$ cat src/rtl/pipe_pkg.sv
`default_nettype none
// +--------------------------------------------------------------------------+
// | Package  : pipe_pkg                                                      |
// | Purpose  : Shared definitions for the 5-stage pipeline control blocks:   |
// |            the operand forward-select encodings, the stage-record        |
// |            control fields and the bubble constant.                       |
// | Revision : 1.0  initial release                                          |
// +--------------------------------------------------------------------------+
package pipe_pkg;

  // Default register-index width of the pipeline.
  localparam int REG_W = 5;

  // Forward-select encodings. The order matches the inputs of the existing
  // 3-input operand mux. 2'b11 is never produced.
  localparam logic [1:0] FWD_REG = 2'b00;  // regfile / ID-EX value
  localparam logic [1:0] FWD_WB  = 2'b01;  // WB result
  localparam logic [1:0] FWD_MEM = 2'b10;  // MEM ALU result

  // Control part of a stage record. The register-index fields are sized by
  // the RW parameter of the block that owns the record.
  typedef struct packed {
    logic regwrite;
    logic memread;
  } stage_ctl_t;

  // A bubble writes nothing and loads nothing.
  localparam stage_ctl_t CTL_BUBBLE = '{regwrite: 1'b0, memread: 1'b0};

endpackage : pipe_pkg
`default_nettype wire

$ cat src/rtl/fwd_match.sv
`default_nettype none
// +--------------------------------------------------------------------------+
// | Module   : fwd_match                                                     |
// | Purpose  : Compares one source register index against one pipeline      |
// |            stage record.                                                |
// | Ports    : src      in  RW  source register index being read            |
// |            rd       in  RW  destination index held by the stage         |
// |            regwrite in  1   stage writes a register                     |
// |            memread  in  1   stage is a load                             |
// |            produces out 1   stage will write src (never for r0)         |
// |            is_load  out 1   produces, and the value comes from memory   |
// | Revision : 1.0  initial release                                          |
// +--------------------------------------------------------------------------+
module fwd_match #(
  parameter int RW = 5
) (
  input  logic [RW-1:0] src,
  input  logic [RW-1:0] rd,
  input  logic          regwrite,
  input  logic          memread,
  output logic          produces,
  output logic          is_load
);

  // r0 is hard-wired to zero, so a write to it never creates a dependency.
  assign produces = regwrite && (rd == src) && (src != '0);
  assign is_load  = produces && memread;

endmodule : fwd_match
`default_nettype wire

$ cat src/rtl/fwd_hazard_unit.sv
`default_nettype none
// +--------------------------------------------------------------------------+
// | Module   : fwd_hazard_unit                                               |
// | Purpose  : Forwarding and hazard controller for the 5-stage pipeline.    |
// |            Tracks the destination of the instructions in EX, MEM and WB,|
// |            drives the ALU-operand and branch-compare forward selects,   |
// |            and stalls ID (bubble into EX) on load-use and branch-       |
// |            operand hazards.                                             |
// | Ports    : clk, rst (async, active-high), hold (global freeze)          |
// |            id_rs/id_rt/id_use_rs/id_use_rt/id_branch  ID sources        |
// |            id_rd/id_regwrite/id_memread               ID destination    |
// |            fwd_a/fwd_b   ALU operand selects (registered path)          |
// |            cmp_a/cmp_b   branch compare selects (combinational)         |
// |            stall         freeze PC, IF/ID; bubble into ID/EX            |
// |            stall_cycles  saturating count of stalled cycles            |
// | Revision : 1.0  initial release                                          |
// +--------------------------------------------------------------------------+
module fwd_hazard_unit
  import pipe_pkg::*;
#(
  parameter int RW = REG_W,
  parameter int CW = 32
) (
  input  logic          clk,
  input  logic          rst,
  input  logic          hold,
  input  logic [RW-1:0] id_rs,
  input  logic [RW-1:0] id_rt,
  input  logic          id_use_rs,
  input  logic          id_use_rt,
  input  logic          id_branch,
  input  logic [RW-1:0] id_rd,
  input  logic          id_regwrite,
  input  logic          id_memread,
  output logic [1:0]    fwd_a,
  output logic [1:0]    fwd_b,
  output logic          cmp_a,
  output logic          cmp_b,
  output logic          stall,
  output logic [CW-1:0] stall_cycles
);

  localparam logic [CW-1:0] CNT_ONE = {{(CW-1){1'b0}}, 1'b1};

  // EX keeps its sources because the forward selects are decoded from them.
  // MEM and WB only ever act as producers, so their sources are not kept.
  typedef struct packed {
    logic [RW-1:0] rs;
    logic [RW-1:0] rt;
    logic [RW-1:0] rd;
    stage_ctl_t    ctl;
  } ex_rec_t;

  ex_rec_t       r_ex;
  logic [RW-1:0] r_mem_rd;
  stage_ctl_t    r_mem_ctl;
  logic [RW-1:0] r_wb_rd;
  logic          r_wb_regwrite;
  logic [CW-1:0] r_stall_cycles;

  // Index 0 handles rs (fwd_a / cmp_a), index 1 handles rt (fwd_b / cmp_b).
  logic [RW-1:0] w_ex_src  [2];
  logic [RW-1:0] w_id_src  [2];
  logic          w_id_use  [2];
  logic [1:0]    w_fwd     [2];
  logic          w_cmp     [2];
  logic          w_src_stall [2];

  assign w_ex_src[0] = r_ex.rs;
  assign w_ex_src[1] = r_ex.rt;
  assign w_id_src[0] = id_rs;
  assign w_id_src[1] = id_rt;
  assign w_id_use[0] = id_use_rs;
  assign w_id_use[1] = id_use_rt;

  for (genvar i = 0; i < 2; i++) begin : g_src
    logic exmem_prod, exmem_load;
    logic exwb_prod,  exwb_load;
    logic idex_prod,  idex_load;
    logic idmem_prod, idmem_load;

    fwd_match #(.RW(RW)) u_ex_mem (
      .src      (w_ex_src[i]),
      .rd       (r_mem_rd),
      .regwrite (r_mem_ctl.regwrite),
      .memread  (r_mem_ctl.memread),
      .produces (exmem_prod),
      .is_load  (exmem_load)
    );

    // WB presents the final result whether it came from the ALU or memory,
    // so its record carries no load flag.
    fwd_match #(.RW(RW)) u_ex_wb (
      .src      (w_ex_src[i]),
      .rd       (r_wb_rd),
      .regwrite (r_wb_regwrite),
      .memread  (1'b0),
      .produces (exwb_prod),
      .is_load  (exwb_load)
    );

    fwd_match #(.RW(RW)) u_id_ex (
      .src      (w_id_src[i]),
      .rd       (r_ex.rd),
      .regwrite (r_ex.ctl.regwrite),
      .memread  (r_ex.ctl.memread),
      .produces (idex_prod),
      .is_load  (idex_load)
    );

    fwd_match #(.RW(RW)) u_id_mem (
      .src      (w_id_src[i]),
      .rd       (r_mem_rd),
      .regwrite (r_mem_ctl.regwrite),
      .memread  (r_mem_ctl.memread),
      .produces (idmem_prod),
      .is_load  (idmem_load)
    );

    // A load in MEM has no ALU result to forward; the consumer was stalled
    // until the loaded value reaches WB. MEM beats WB as the younger value.
    assign w_fwd[i] = (exmem_prod && !exmem_load) ? FWD_MEM :
                      (exwb_prod  && !exwb_load)  ? FWD_WB  : FWD_REG;

    // WB needs no compare forward: the regfile writes before it is read.
    assign w_cmp[i] = id_branch && w_id_use[i] && idmem_prod && !idmem_load;

    // Load-use on EX; a branch also waits on any EX producer (no EX->ID
    // path) and on a load still in MEM.
    assign w_src_stall[i] = w_id_use[i] &&
                            (idex_load ||
                             (id_branch && idex_prod) ||
                             (id_branch && idmem_load));
  end : g_src

  assign fwd_a        = w_fwd[0];
  assign fwd_b        = w_fwd[1];
  assign cmp_a        = w_cmp[0];
  assign cmp_b        = w_cmp[1];
  assign stall        = w_src_stall[0] || w_src_stall[1];
  assign stall_cycles = r_stall_cycles;

  // The stall needs no FSM: the inserted bubble moves through EX and MEM,
  // and the hazard disappears once the producer has moved far enough on.
  always_ff @(posedge clk or posedge rst) begin
    if (rst) begin
      r_ex           <= '{rs: '0, rt: '0, rd: '0, ctl: CTL_BUBBLE};
      r_mem_rd       <= '0;
      r_mem_ctl      <= CTL_BUBBLE;
      r_wb_rd        <= '0;
      r_wb_regwrite  <= 1'b0;
      r_stall_cycles <= '0;
    end else if (!hold) begin
      r_wb_rd       <= r_mem_rd;
      r_wb_regwrite <= r_mem_ctl.regwrite;
      r_mem_rd      <= r_ex.rd;
      r_mem_ctl     <= r_ex.ctl;
      if (stall) begin
        r_ex <= '{rs: '0, rt: '0, rd: '0, ctl: CTL_BUBBLE};
      end else begin
        r_ex <= '{rs: id_rs, rt: id_rt, rd: id_rd,
                  ctl: '{regwrite: id_regwrite, memread: id_memread}};
      end
      if (stall && (r_stall_cycles != '1)) begin
        r_stall_cycles <= r_stall_cycles + CNT_ONE;
      end
    end
  end

endmodule : fwd_hazard_unit
`default_nettype wire

$ cat config.mk
export PLATFORM = sky130hd
export DESIGN_NAME = fwd_hazard_unit
export DESIGN_NICKNAME = d
export VERILOG_FILES = /design/src/rtl/pipe_pkg.sv /design/src/rtl/fwd_match.sv /design/src/rtl/fwd_hazard_unit.sv
export SDC_FILE = /design/constraint.sdc
export NUM_CORES = 1
export LEC_CHECK = 0
export CORE_MARGIN = 4
export CORE_UTILIZATION = 55
export CTS_BUF_LIST = sky130_fd_sc_hd__clkbuf_16
export DETAILED_ROUTE_END_ITERATION = 16
export PLACE_DENSITY = 0.83
export SETUP_SLACK_MARGIN = 0.15
export SYNTH_ARGS = -nofsm -noshare
export SYNTH_HDL_FRONTEND = slang
export SYNTH_SLANG_ARGS = --single-unit
export TNS_END_PERCENT = 30
$ cat constraint.sdc
create_clock -name clk -period 3.8 [get_ports clk]
set_input_delay 0.38 -clock clk [delete_from_list [all_inputs] [get_ports clk]]
set_output_delay 0.38 -clock clk [all_outputs]
set_load 0.01 [all_outputs]
* Yosys cells after proc, flatten, opt, wreduce, memory -nomap -nowiden
Cells that the tools add are included.
** Word-level totals
- Bits in registers :: 62
- Input bits :: 23
- Word-level logic and storage cells :: 78
** Cells by class
- Add/sub/neg operators :: 1
- Equal/unequal tests :: 9
- Multiplexer cells :: 5
- Bitwise gates (word level) :: 1
- Reductions and logical operators :: 51
** Operators with widths (count)
- $eq A5 B5 Y1 :: 8
- $logic_and A1 B1 Y1 :: 37
- $add A32 B1 Y32 const B :: 1
- $ne A32 B32 Y1 const B :: 1
- $reduce_bool A5 Y1 :: 4
- $mux W17 :: 1
- $logic_or A1 B1 Y1 :: 5
- $logic_not A1 Y1 :: 4
- $mux W2 :: 2
- $mux W1 :: 2
- $reduce_and A2 Y1 :: 1
- $not A1 Y1 :: 1

* Logic depth before layout (Yosys ltp)
Gate-level depths: netlist (run 1).
- Depth after elaboration :: 10
- Mapped depth :: 11

* Hierarchy
A second synthesis (run 1) with hierarchy kept.
** Second synthesis, totals
- Cell total of the unflattened synthesis :: 378
- Area, all modules :: 3608.5 sq um
** By module, submodules not included
- fwd_hazard_unit :: times used 1, cells each 274, area each 2907.8 sq um, sequential area each 1551.5 sq um
- fwd_match :: times used 8, cells each 13, area each 87.6 sq um, sequential area each 0.0 sq um

* Worst setup path after synthesis (run 1)
Ideal clock, no wire load.
- Kind :: register -> register
- Start :: reg r_stall_cycles[12], in the netlist stall_cycles[12]
- End :: reg r_stall_cycles[1], in the netlist stall_cycles[1]
- Setup time :: 0.128 ns
- Data arrival time :: 2.034 ns
- Setup slack :: 1.639 ns
- Cell stages (with the launch flop) :: 10
- Path buffers :: 2
- Clock period less this slack :: 2.161 ns
- Path through :: dfrtp_1 nand4_2 nor4_4 and3_1 buf_4 and4_1 buf_6 nor2_4 nand2_2 mux2_1
** On the way
- Longest elaborated chain between the ends :: 3
** Ends and longest elaborated chain
- start, declared :: line fwd_hazard_unit.sv:59 : logic [CW-1:0] r_stall_cycles;
- start signal, assigned :: line fwd_hazard_unit.sv:165 : r_stall_cycles <= r_stall_cycles + CNT_ONE;
- $ne A32 B32 Y1 :: line fwd_hazard_unit.sv:164 : if (stall && (r_stall_cycles != '1)) begin
- $logic_and A1 B1 Y1 :: line fwd_hazard_unit.sv:164
- $reduce_and A2 Y1 (no source line)
No other way between the ends.
A chain may end at the register's enable or synchronous reset.

* Worst setup path after layout (run 1)
- Start :: in id_rs[1]
- End :: out stall
** On the way
- Longest elaborated chain between the ends :: 8
- Elaborated cells between the ends (all ways) :: 15
- Those cells by class :: eq/ne: 2; reduce/logical: 13
** Ends and longest elaborated chain
- start, declared :: line fwd_hazard_unit.sv:27 : input logic [RW-1:0] id_rs,
- $eq A5 B5 Y1 :: line fwd_match.sv:26 : assign produces = regwrite && (rd == src) && (src != '0);
- $logic_and A1 B1 Y1 (2 in a row) :: line fwd_match.sv:26
- $logic_and A1 B1 Y1 (on tied branches) :: line fwd_match.sv:27, fwd_hazard_unit.sv:132
- $logic_or A1 B1 Y1 or $logic_and A1 B1 Y1 (tied branches) :: line fwd_hazard_unit.sv:131, fwd_hazard_unit.sv:133
- $logic_or A1 B1 Y1 (*) :: line fwd_hazard_unit.sv:132 : (id_branch && idex_prod) ||
- $logic_and A1 B1 Y1 (*) :: line fwd_hazard_unit.sv:130 : assign w_src_stall[i] = w_id_use[i] &&
- $logic_or A1 B1 Y1 (*) :: line fwd_hazard_unit.sv:140 : assign stall = w_src_stall[0] || w_src_stall[1];
- end, declared :: line fwd_hazard_unit.sv:39 : output logic stall,
Mark *: on every way between the ends. The rest lies on a longest branch, timed or not.

==> metrics.txt, run 1 <==
core box area 0.00596 mm2; Final nets 420; Metal-1 WL 3380 um; Synth cell types 37; first-pass iteration count of the detailed router 5; Req. time, crit path 3.42 ns; Worst EP arrival 2.73 ns; vias about 2,800; row count 28; clock latency on the worst-skew pair ~0.32 ns; Final Hold Viols 0; drt initial violations ~160; Setup-failing EPs final 0; post-route cell area 0.00431 mm2; placed cell area 0.00402 mm2; crit end category primary output; max layer used met4; DP Worst Slack 0.678 ns; Worst setup SP type input port; Final period util 81.8%; LEAKAGE 0.00184 uW; Pwr per Cell Area 413 mW/mm2; met3 WL 532 um; Max VDD drop 0.299 mV; Worst R2R Path Depth 7; RSZ-0062 raised after global routing no; CP Cell Sequence clkdlybuf4s50_1 > or4_1 > o21ai_1 > nor3_1 > o21ai_1 > and2_1 > inv_2 > clkdlybuf4s50_1; Levels on crit path 8; average routed wire per standard cell approximately 17 um; wire length on met2 3960 um; Post-Route WL around 8000 um; Max Cap Viol 0; core occupancy in the finished layout 72.4%; Post-synth EDFFs 0; Yosys top cell by area dfrtp_1; clk root buf clkbuf_16; CP endpoint stall; Die Area 0.00752 mm2; total setup buffers inserted after CTS 0; CP max stage cell or4_1; Reg2Reg Setup Slack between 1 and 1.5 ns; post-synthesis area per instance about 10 um2; fill cell count 430; Clock Sinks 62; worst slew pin tran 0.738 ns; Post-CTS Resized 0; Mapped Area 0.00341 mm2; commonest cells in the netlist 62 x dfrtp_1, 46 x xnor2_1, 45 x nand2_1; # hold bufs at CTS 0; Mapped Cells 340; DP Wirelength 5780 um; number of top-level pins 62; Via density 5.79; Die H 86.7 um; status finished, final reports clean; Period minus WS final 3.11 ns; hold crit path type flop to flop; crit path max fanout 16; clock buffer depth 2; Overflow after GRT 0; Worst slew margin about half; largest cells by area after synthesis dfrtp_1 46%, xnor2_1 12%, xor2_1 6.4%, nand2_1 5.0%, mux2_2 4.3%; Starting Density between 50 and 60%; antenna viol nets, final 0; setup TNS 0 ns; largest net degree at the start of global routing 48; Area Overhead vs Synth 26.5%; Clock Pin Slew Worst Setup and Hold Paths 0.05 ns; Post-synth top flop dfrtp_1; CTS tree built; worst clock skew between 0.005 and 0.006 ns; yosys warns 0; critical path's top delay family buffers and inverters; Max Transition Viols Final 0; worst setup margin 0.693 ns; count leader, synth dfrtp_1; die width 86.7 um; H-tree Lvls 3; gp weighted congestion slightly below 1; CTS Buf Count 9; sequential share of the synthesized area 45.5%; Yosys top cell area share 45.5%; FF-to-FF Start stall_cycles[5]; # port buffers 61; reg2reg end stall_cycles[1]; asr flop ratio synth 100%; WP buf/inv 3; #FFs+latches synth 62; number of global-route vias before repair approximately 2,800; proportion of layout cells with a drive suffix above 1 a little over a tenth; hold_ws 0.493 ns; Max Freq around 320 MHz; ANT cells 0; syn_nets 364; global-route wire length before repair around 14,000 um; Crit path largest cell delay 0.55 ns; DR DRC count 0; crit path from id_rs[1]; Worst Path Class, Setup input port to primary output; initial antenna violation count 0; Total GRT Usage 23.3%
## worst min-delay path by stage
stage | start | to | cells after the start
detailed placement | stall_cycles[30] | stall_cycles[30] | 1
global placement | stall_cycles[30] | stall_cycles[30] | 1
floorplan | r_ex[1] | r_ex[1] | 2
global route | stall_cycles[30] | stall_cycles[30] | 1
CTS | stall_cycles[30] | stall_cycles[30] | 1
finish | stall_cycles[30] | stall_cycles[30] | 1
## final cells by class
class / instances / area [um2] / share of cell area, %
Tap cell: 75 / 93.8 / 2.18
Timing Repair Buffer: 64 / 628 / 14.6
Multi-Input combinational cell: 255 / 1730 / 40.2
Clock buffer: 9 / 225 / 5.22
Clock inverter: 7 / 65.1 / 1.51
Inverter: 4 / 15.0 / 0.348
Sequential cell: 62 / 1550 / 36.0
## cell families (layout without fill, tap and decap cells)
| logic type | count (synthesis) | after routing | synth area share (%) |
|---|---|---|---|
| flip-flops | 62 | 62 | 45.5 |
| multiplexers | 14 | 14 | 4.62 |
| buffers and inverters | 23 | 84 | 3.63 |
| AND/OR/NAND/NOR | 147 | 147 | 24.3 |
| XOR/XNOR | 71 | 71 | 18.2 |
| AO/OA/AOI/OAI | 22 | 22 | 3.34 |
| adder cells (fa/ha/maj) | 1 | 1 | 0.367 |
## sequential cells by signal, indices dropped and copies added, names as in the netlist
| signal | cells |
|---|---|
| stall_cycles | 32 |
| r_wb_rd | 5 |
| r_wb_regwrite | 1 |
| r_mem_rd | 5 |
| r_mem_ctl | 2 |
| r_ex | 17 |
## routing by layer
metal / vias to the layer above / track usage [%]
met3: 25 / 6.27
met2: 119 / 36.3
met4: 0 / 10.6
li1: 1300 / -
met1: 1311 / 30.2
met5: - / 0
## through the flow
step	instances	total power (uW)
2_1_floorplan	340	923
3_3_place_gp	460	1000
3_5_place_dp	460	1010
4_1_cts	476	1800
5_1_grt	476	1860
6_report	476	1780
## cell usage in the layout, fill, tap and decap left out, types with 4 or more instances in the layout
cell / instances
clkdlybuf4s50_1: 60
nor4_1: 10
nor3b_1: 4
nand4_1: 20
mux2_2: 13
or4_1: 4
o21ai_0: 18
dfrtp_1: 62
xnor2_1: 46
nor2_1: 11
xor2_1: 25
nand3_1: 18
nand2_1: 45
nor3_1: 14
clkbuf_16: 9
and3_1: 5
## where the power goes
| group | switching, uW | internal [uW] |
|---|---|---|
| Clock | 280 | 501 |
| Sequential | 72.6 | 706 |
| Combinational | 97.3 | 124 |
(Power assumes the default switching activity.)
==> run 2: changes to the inputs <==
--- a/config.mk
+++ b/config.mk
@@ -6,10 +6,10 @@
 export NUM_CORES = 1
 export LEC_CHECK = 0
 export CORE_MARGIN = 4
-export CORE_UTILIZATION = 55
+export CORE_UTILIZATION = 53
 export CTS_BUF_LIST = sky130_fd_sc_hd__clkbuf_16
 export DETAILED_ROUTE_END_ITERATION = 16
-export PLACE_DENSITY = 0.83
+export PLACE_DENSITY = 0.81
 export SETUP_SLACK_MARGIN = 0.15
 export SYNTH_ARGS = -nofsm -noshare
 export SYNTH_HDL_FRONTEND = slang
==> constraint.sdc (replaced) <==
create_clock -name clk -period 3.2 [get_ports clk]
set_input_delay 0.32 -clock clk [delete_from_list [all_inputs] [get_ports clk]]
set_output_delay 0.32 -clock clk [all_outputs]
set_load 0.01 [all_outputs]
==> run 2 against run 1 <==
Compared with the run above: setup slack worse by 0.37 ns; design area is 0.90% higher; worst hold slack worse by 0.19 ns; sequential power is 18% higher; largest cell class unchanged.
==> metrics.txt, run 2 (same netlist as run 1, synthesis figures left out) <==
RSZ-0062 raised after global routing no; Pwr per Cell Area 499 mW/mm2 (+21%); crit end category primary output; gp weighted congestion 0.900 (-6.8%); CTS tree built; clock latency on the worst-skew pair 0.32 ns (about the same); logic gate share of total power 12.2% (-0.2 points); Area Overhead vs Synth 27.6%; drt initial violations 163 (+1.2%); Final period util 90.0%; CP max stage cell or4_1; Req. time, crit path 2.88 ns (-0.54 ns); Setup-failing EPs final 0 (unchanged); clock buffer depth 2 (unchanged); FF-to-FF Start stall_cycles[5]; number of top-level pins 62 (unchanged); sequential power share 42.4% (-1.3 points); crit path max fanout 4 (-12); CP Cell Sequence clkdlybuf4s50_1 > or4_1 > o21ai_1 > nor3_1 > o21ai_1 > and2_1 > inv_2 > clkdlybuf4s50_1; Total GRT Usage 23.2% (-0.039 points); status finished, final reports clean; Worst slew margin 69.9% (+19 points); Clock Power Share 45.4% (+1.5 points); Max Cap Viol 0 (unchanged); most common cell after layout, fill and taps aside dfrtp_1; Worst EP arrival 2.56 ns (-0.17 ns); Die H 88.2 um (+1.7%); clk root buf clkbuf_16; DR DRC count 0 (unchanged); setup TNS 0 ns (unchanged); number of global-route vias before repair 2,874 (+2.6%); CTS Buf Count 9 (unchanged); Worst Path Class, Setup input port to primary output; post-route cell area 0.00435 mm2 (+0.90%); commonest cells after routing, fill and taps aside 62 x dfrtp_1, 60 x clkdlybuf4s50_1, 46 x xnor2_1, 45 x nand2_1, 25 x xor2_1; Starting Density 55.9% (-1.3 points); Period minus WS final 2.88 ns; worst clock skew 0.00532 ns (+0.0000971 ns); Max Freq 347 MHz; fill cell count 464 (+7.9%); worst slew pin tran 0.452 ns (-0.286 ns); Clock Pin Slew Worst Setup and Hold Paths 0.05 ns (about the same); Via density 5.75 (-0.59%); DP Wirelength 5920 um (+2.5%); Post-Route WL 8160 um (+0.88%); ANT cells 0 (unchanged); Switching Fraction 23.7% (-1.5 points); max FFs per register 32 (unchanged); Die Area 0.00778 mm2 (+3.4%); hold crit path type input port to asynchronous set/reset pin; Overflow after GRT 0 (unchanged); proportion of layout cells with a drive suffix above 1 10.9% (+0.17 points); average routed wire per standard cell 17.0 um (+0.25%); placed cell area 0.00405 mm2 (+0.56%); Final nets 423 (+0.71%); P_int 1660 uW (+24%); die width 88.2 um (+1.7%); vias 2,756 (+0.036%); Post-CTS Resized 0 (unchanged); Net Switching 515 uW (+15%); Worst setup SP type input port; row count 28 (unchanged); Final Hold Viols 0 (unchanged); # port buffers 61 (unchanged); H-tree Lvls 3 (unchanged); Worst R2R Path Depth 7 (unchanged); Max VDD drop 0.309 mV (+3.5%); Max Transition Viols Final 0 (unchanged); # hold bufs at CTS 0 (unchanged); antenna viol nets, final 0 (unchanged); global-route wire length before repair 14,000 um (+3.4%); Crit path largest cell delay 0.54 ns (about the same); Clock Sinks 62 (unchanged); total setup buffers inserted after CTS 0 (unchanged); first-pass iteration count of the detailed router 4 (-1); crit path from id_rt[2]; largest net degree at the start of global routing 50 (+4.2%); LEAKAGE 0.00188 uW (+1.8%); core box area 0.00610 mm2 (+2.4%); total chip power 2170 uW (+22%); initial antenna violation count 0 (unchanged)
==> run 2: final timing paths <==
check                      slack [ns]                to
max in group asynchronous        2.23  stall_cycles[13]
min                              0.31        r_wb_rd[4]
min reg2reg                      0.49  stall_cycles[19]
max reg2reg                      0.80  stall_cycles[27]
min in group clk                 0.49  stall_cycles[19]
max                              0.32             stall
==> run 2: cell type report <==
type,count,area (um2),area share (%)
inverters,4,15.0,0.345
multi-input cells,255,1730,39.9
well taps,75,93.8,2.16
clock buffers,9,225,5.18
flip-flops and latches,62,1550,35.7
repair buffers,67,651,15.0
clock inverters,7,81.3,1.87
==> run 2: critical path: cells and delay by family <==
family / cells / cell delay, ns
AO/OA/AOI/OAI: 2 / 0.35
AND/OR/NAND/NOR: 3 / 0.82
buffers and inverters: 3 / 1.07
==> run 2: layer usage <==
layer  wire, um  GRT usage, %
met3        386          4.14
met2       3970          36.3
met4        116          9.34
met1       3680          32.0
met5          0             0
==> run 2: power groups by stage <==
stage	sequential [uW]	combinational [uW]	clock [uW]
after floorplan	897	199	0
final	920	264	986
after CTS	920	268	1000
after global routing	930	297	1040
after detailed placement	933	265	0
after global placement	931	259	0
==> run 2: stage by stage <==
step	setup slack [ns]	utilization, %	std cells	hold WS, ns
floorplan	1.04	-	340	0.456
global route	0.228	71.4	479	0.349
finish	0.318	71.4	479	0.306
CTS	0.338	71.4	479	0.315
detailed placement	0.360	66.4	463	0.478
global placement	0.389	66.4	463	0.479
==> run 3: changes to the inputs <==
--- a/config.mk
+++ b/config.mk
@@ -5,12 +5,12 @@
 export SDC_FILE = /design/constraint.sdc
 export NUM_CORES = 1
 export LEC_CHECK = 0
-export CORE_MARGIN = 4
 export CORE_UTILIZATION = 53
 export CTS_BUF_LIST = sky130_fd_sc_hd__clkbuf_16
 export DETAILED_ROUTE_END_ITERATION = 16
 export PLACE_DENSITY = 0.81
 export SETUP_SLACK_MARGIN = 0.15
+export SLEW_MARGIN = 20
 export SYNTH_ARGS = -nofsm -noshare
 export SYNTH_HDL_FRONTEND = slang
 export SYNTH_SLANG_ARGS = --single-unit
==> run 3 against run 2 <==
Compared with the run above: design area grew 0.95%; highest routed layer unchanged; sequential power increased by 0.4%; critical endpoint unchanged; clock-buffer cell count unchanged.
==> metrics.txt, run 3 (same netlist as run 1, synthesis figures left out) <==
Setup-failing EPs final 0 (unchanged); commonest cells after routing, fill and taps aside 62 x dfrtp_1, 60 x clkdlybuf4s50_1, 46 x xnor2_1, 45 x nand2_1, 25 x xor2_1; Period minus WS final 2.89 ns (+0.00364 ns); RSZ-0062 raised after global routing no; status finished, final reports clean; gp weighted congestion 0.870 (-3.2%); row count 28 (unchanged); Reg2Reg Setup Slack 0.71 ns (-0.09 ns); Die H 82.2 um (-6.8%); placed cell area 0.00405 mm2 (unchanged); CP max stage cell or4_1; crit end category primary output; Total GRT Usage 26.5% (+3.3 points); Clock Sinks 62 (unchanged); crit path max fanout 4 (unchanged); Clock Pin Slew Worst Setup and Hold Paths 0.06 ns (about the same); vias 2,732 (-0.87%); Max Cap Viol 0 (unchanged); Via density 5.70 (-0.87%); # hold bufs at CTS 0 (unchanged); Max Freq 347 MHz (-0.13%); Overflow after GRT 0 (unchanged); Worst slew margin 60.1% (-9.8 points); CTS Buf Count 9 (unchanged); largest net degree at the start of global routing 34 (-32%); worst clock skew 0.00401 ns (-0.00132 ns); Final period util 90.2% (+0.11 points); fill cell count 448 (-3.4%); first-pass iteration count of the detailed router 4 (unchanged); LEAKAGE 0.00188 uW (+0.14%); CTS tree built; die width 82.2 um (-6.8%); clock latency on the worst-skew pair 0.33 ns (about the same); worst slew pin tran 0.599 ns (+0.146 ns); number of global-route vias before repair 2,625 (-8.7%); post-route cell area 0.00439 mm2 (+0.95%); Area Overhead vs Synth 28.8%; setup TNS 0 ns (unchanged); # port buffers 61 (unchanged); Crit path largest cell delay 0.55 ns (about the same); initial antenna violation count 0 (unchanged); DP Wirelength 5570 um (-6.0%); number of top-level pins 62 (unchanged); Pwr per Cell Area 526 mW/mm2 (+5.5%); Final Hold Viols 0 (unchanged); Worst EP arrival 2.57 ns (about the same); most common cell after layout, fill and taps aside dfrtp_1; Req. time, crit path 2.88 ns (about the same); Max VDD drop 0.370 mV (+20%); core box area 0.00606 mm2 (-0.57%); clock buffer depth 2 (unchanged); Worst Path Class, Setup input port to primary output; Die Area 0.00676 mm2 (-13%); average routed wire per standard cell 16.9 um (-0.56%); antenna viol nets, final 0 (unchanged); H-tree Lvls 3 (unchanged); Post-CTS Resized 0 (unchanged); Final nets 423 (unchanged); DR DRC count 0 (unchanged); global-route wire length before repair 13,100 um (-6.7%); ANT cells 0 (unchanged); clk root buf clkbuf_16; proportion of layout cells with a drive suffix above 1 11.6% (+0.74 points); hold crit path type input port to asynchronous set/reset pin; max FFs per register 32 (unchanged); CP Cell Sequence clkdlybuf4s50_1 > or4_1 > o21ai_1 > nor3_1 > o21ai_1 > and2_1 > inv_2 > clkdlybuf4s50_1; Worst setup SP type input port; Starting Density 56.3% (+0.32 points); total setup buffers inserted after CTS 0 (unchanged); drt initial violations 167 (+2.5%); Max Transition Viols Final 0 (unchanged); Post-Route WL 8110 um (-0.56%)
run 3: cell types whose count changed in the layout (fill, tap and decap cells not counted):
cell	previous run	this run
bufinv_16	2	3
inv_1	4	2
clkinv_4	0	2
clkinv_2	2	0
clkinv_1	1	0
clkinvlp_4	0	2
run 3: path summary, 6_finish.rpt:
check | cells past startpoint | to | startpoint
max reg2reg | 7 | stall_cycles[27] | stall_cycles[9]
max | 8 | stall | id_rs[1]
min in group clk | 1 | stall_cycles[30] | stall_cycles[30]
min reg2reg | 1 | stall_cycles[30] | stall_cycles[30]
min | 2 | r_ex[5] | rst
max in group asynchronous | 3 | stall_cycles[13] | rst
run 3: stage by stage:
| step | instances | power, uW | hold WS, ns | utilization (%) | worst slack [ns] |
|---|---|---|---|---|---|
| floorplan | 340 | 1100 | 0.456 | - | 1.04 |
| global placement | 463 | 1190 | 0.476 | 66.7 | 0.398 |
| detailed placement | 463 | 1200 | 0.475 | 66.7 | 0.341 |
| CTS | 479 | 2330 | 0.308 | 72.5 | 0.324 |
| global route | 479 | 2400 | 0.329 | 72.5 | 0.222 |
| finish | 479 | 2310 | 0.301 | 72.5 | 0.315 |
run 3: layout make-up:
class	instances	area, um2	area share, %
clock inverter	7	123	2.79
clock buffer	9	225	5.13
multi-input combinational	255	1730	39.5
tap	75	93.8	2.14
timing repair buffer	67	651	14.8
inverter	4	15.0	0.342
sequential	62	1550	35.3
run 3: worst max-delay path: cells and delay by family:
kind	cells	cell delay, ns
compound gates	2	0.40
buf+inv	3	1.04
simple gates	3	0.82
run 3: where the power goes:
group / switching (uW) / internal (uW) / total [uW]
Clock: 359 / 762 / 1120
Sequential: 86.3 / 838 / 924
Combinational: 118 / 149 / 267
run 3: routing by layer:
layer,vias up,part of all wire (%),GRT usage (%)
li1,1300,-,-
met1,1343,43,34.4
met2,78,50,43.6
met3,11,5.3,6.26
met4,0,1.3,8.60
met5,-,0,0
==> variant (settings of run 3) <==
Reset style: synchronous (`rst`), changed in one clocked block. Comments in the files are not updated.
--- a/src/rtl/fwd_hazard_unit.sv
+++ b/src/rtl/fwd_hazard_unit.sv
@@ -143,5 +143,5 @@
   // The stall needs no FSM: the inserted bubble moves through EX and MEM,
   // and the hazard disappears once the producer has moved far enough on.
-  always_ff @(posedge clk or posedge rst) begin
+  always_ff @(posedge clk) begin
     if (rst) begin
       r_ex           <= '{rs: '0, rt: '0, rd: '0, ctl: CTL_BUBBLE};
Behaviour: differs if rst is asserted again (counterexample within 4 cycles, from zero or initial values and one cycle with rst high); with rst held inactive, the same outputs for 4 cycles.
==> variant against run 3 <==
Critical path depth unchanged; design area down 2.4%; wire length up 6.2%; sequential cell count unchanged; synthesized area up 0.18%; utilization down 1.7 points; final cell count up 10%; setup slack better by 0.0096 ns; global-route usage up 0.32 points; power down 19%; clock power down 18%; critical path type unchanged; largest power group unchanged.
==> variant: results (changes against run 3) <==
The flow ran to the end, and the final reports show no timing, DRC or antenna violations. After clock tree synthesis, the clock-pin slew on the worst setup and hold paths is 0.05 ns. Total instance count after detailed placement: 512 (was 463). The critical path's slowest cell is sky130_fd_sc_hd__or4_4 (was sky130_fd_sc_hd__or4_1).

Post-synthesis sequential area ratio: 0.363 (was 0.455). The DRC violation total after the first TritonRoute iteration was 146 (was 167). The total global-route track usage is 0.268 (was 0.265), and the mean instance size in the synthesized netlist is 8.58 sq um (was 10.0 sq um). The slew at the pin closest to its max-slew limit is 0.935 ns (was 0.599 ns). The total nets after synthesis is 422 (was 364), and the final worst clock skew is 0.00765 ns (was 0.00401 ns).

The run gives 0.850 (was 0.870) as the placer's final routability congestion estimate. For the leakage power, the log shows 1.38 nW (was 1.88 nW). The run gives 5900 um (was 5570 um) as the half-perimeter wire length of the detailed placement result. The worst min-delay path category was flop to flop (was input pin to async pin). Area share of the leading cell type in the synthesized netlist: 0.363 (was 0.455).

For the post-layout net count, the log shows 472 (was 423). The post-placement worst setup slack came out at 0.284 ns (was 0.341 ns). The ratio of cells with drive above 1 in the final layout is 0.0927 (was 0.116).

Area contributors post-synth: sky130_fd_sc_hd__dfxtp_1, sky130_fd_sc_hd__xnor2_1, sky130_fd_sc_hd__a21oi_1 (was sky130_fd_sc_hd__dfrtp_1, sky130_fd_sc_hd__xnor2_1, sky130_fd_sc_hd__xor2_1). The worst endpoint data arrival time was 2.56 ns (was 2.57 ns). Maximum number of pins on one net before global-route repair: 51 (was 34).

First-pass GRT wire length: 13600 um (was 13100 um). The share of flip-flops with an asynchronous set or reset after synthesis is 0 (was 1.00). The via count came out at 3096 (was 2732). The run gives 44 (was 37) as the post-synthesis cell type count.

The mean number of vias per cell came out at 5.86 (was 5.70).
==> variant: cell count changes after synthesis, sizes merged, moves of 9 or more <==
cell / before / now
dfrtp: 62 / 0
dfxtp: 0 / 62
a21oi: 0 / 31
nor2: 12 / 41
nand2: 46 / 28
xor2: 25 / 9
nand3b: 2 / 17
mux2i: 0 / 14
or3: 0 / 12
nor3: 14 / 5
==> variant: final timing paths <==
kind | start | to | slack [ns] | depth (start not counted)
setup / recovery | id_rs[1] | stall | 0.32 | 8
hold / removal | r_ex[1]$_SDFFE_PP0N_ | r_ex[1]$_SDFFE_PP0N_ | 0.48 | 2
hold reg to reg | r_ex[1]$_SDFFE_PP0N_ | r_ex[1]$_SDFFE_PP0N_ | 0.48 | 2
setup reg to reg | stall_cycles[9]$_SDFFE_PP0P_ | stall_cycles[6]$_SDFFE_PP0P_ | 0.40 | 8
==> variant: kinds of logic after synthesis <==
logic type      Yosys count  synth area share
flops                    62             0.363
simple gates            166             0.266
xor+xnor                 50             0.128
fa+ha+maj                 1           0.00366
compound gates           63             0.125
buf+inv                  36            0.0520
mux                      20            0.0619
==> variant: per-stage QoR <==
| stage | total power, mW | util |
|---|---|---|
| 6_report | 1.88 | 0.708 |
| 2_1_floorplan | 0.915 | - |
| 3_3_place_gp | 0.969 | 0.661 |
| 3_5_place_dp | 0.971 | 0.661 |
| 4_1_cts | 1.88 | 0.708 |
| 5_1_grt | 1.94 | 0.708 |
==> variant: power breakdown <==
group / internal, mW / switching (mW)
Clock: 0.589 / 0.328
Sequential: 0.789 / 0.0244
Combinational: 0.0746 / 0.0694
Total: 1.45 / 0.422
==> variant: cell type report <==
cell class	count	area, sq um
repair buffers	67	646
clock inverters	7	56.3
fillers	471	1770
clock buffers	9	225
well taps	75	93.8
inverters	8	30.0
flip-flops and latches	62	1240
multi-input cells	300	2000
==> variant: layer usage <==
metal	up-vias	routed length [um]	global-route usage	share of wire
met1	1450	3740	0.319	0.43
met5	-	0	0	0
met3	16	485	0.0582	0.056
met4	0	148	0.0982	0.017
met2	110	4230	0.472	0.49
li1	1520	-	-	-
==> variant: tightest hold or removal path: stages (launching register included) <==
cell and delay [ns]:
sky130_fd_sc_hd__dfxtp_1 0.32, sky130_fd_sc_hd__nand2_1 0.06, sky130_fd_sc_hd__a21oi_1 0.05
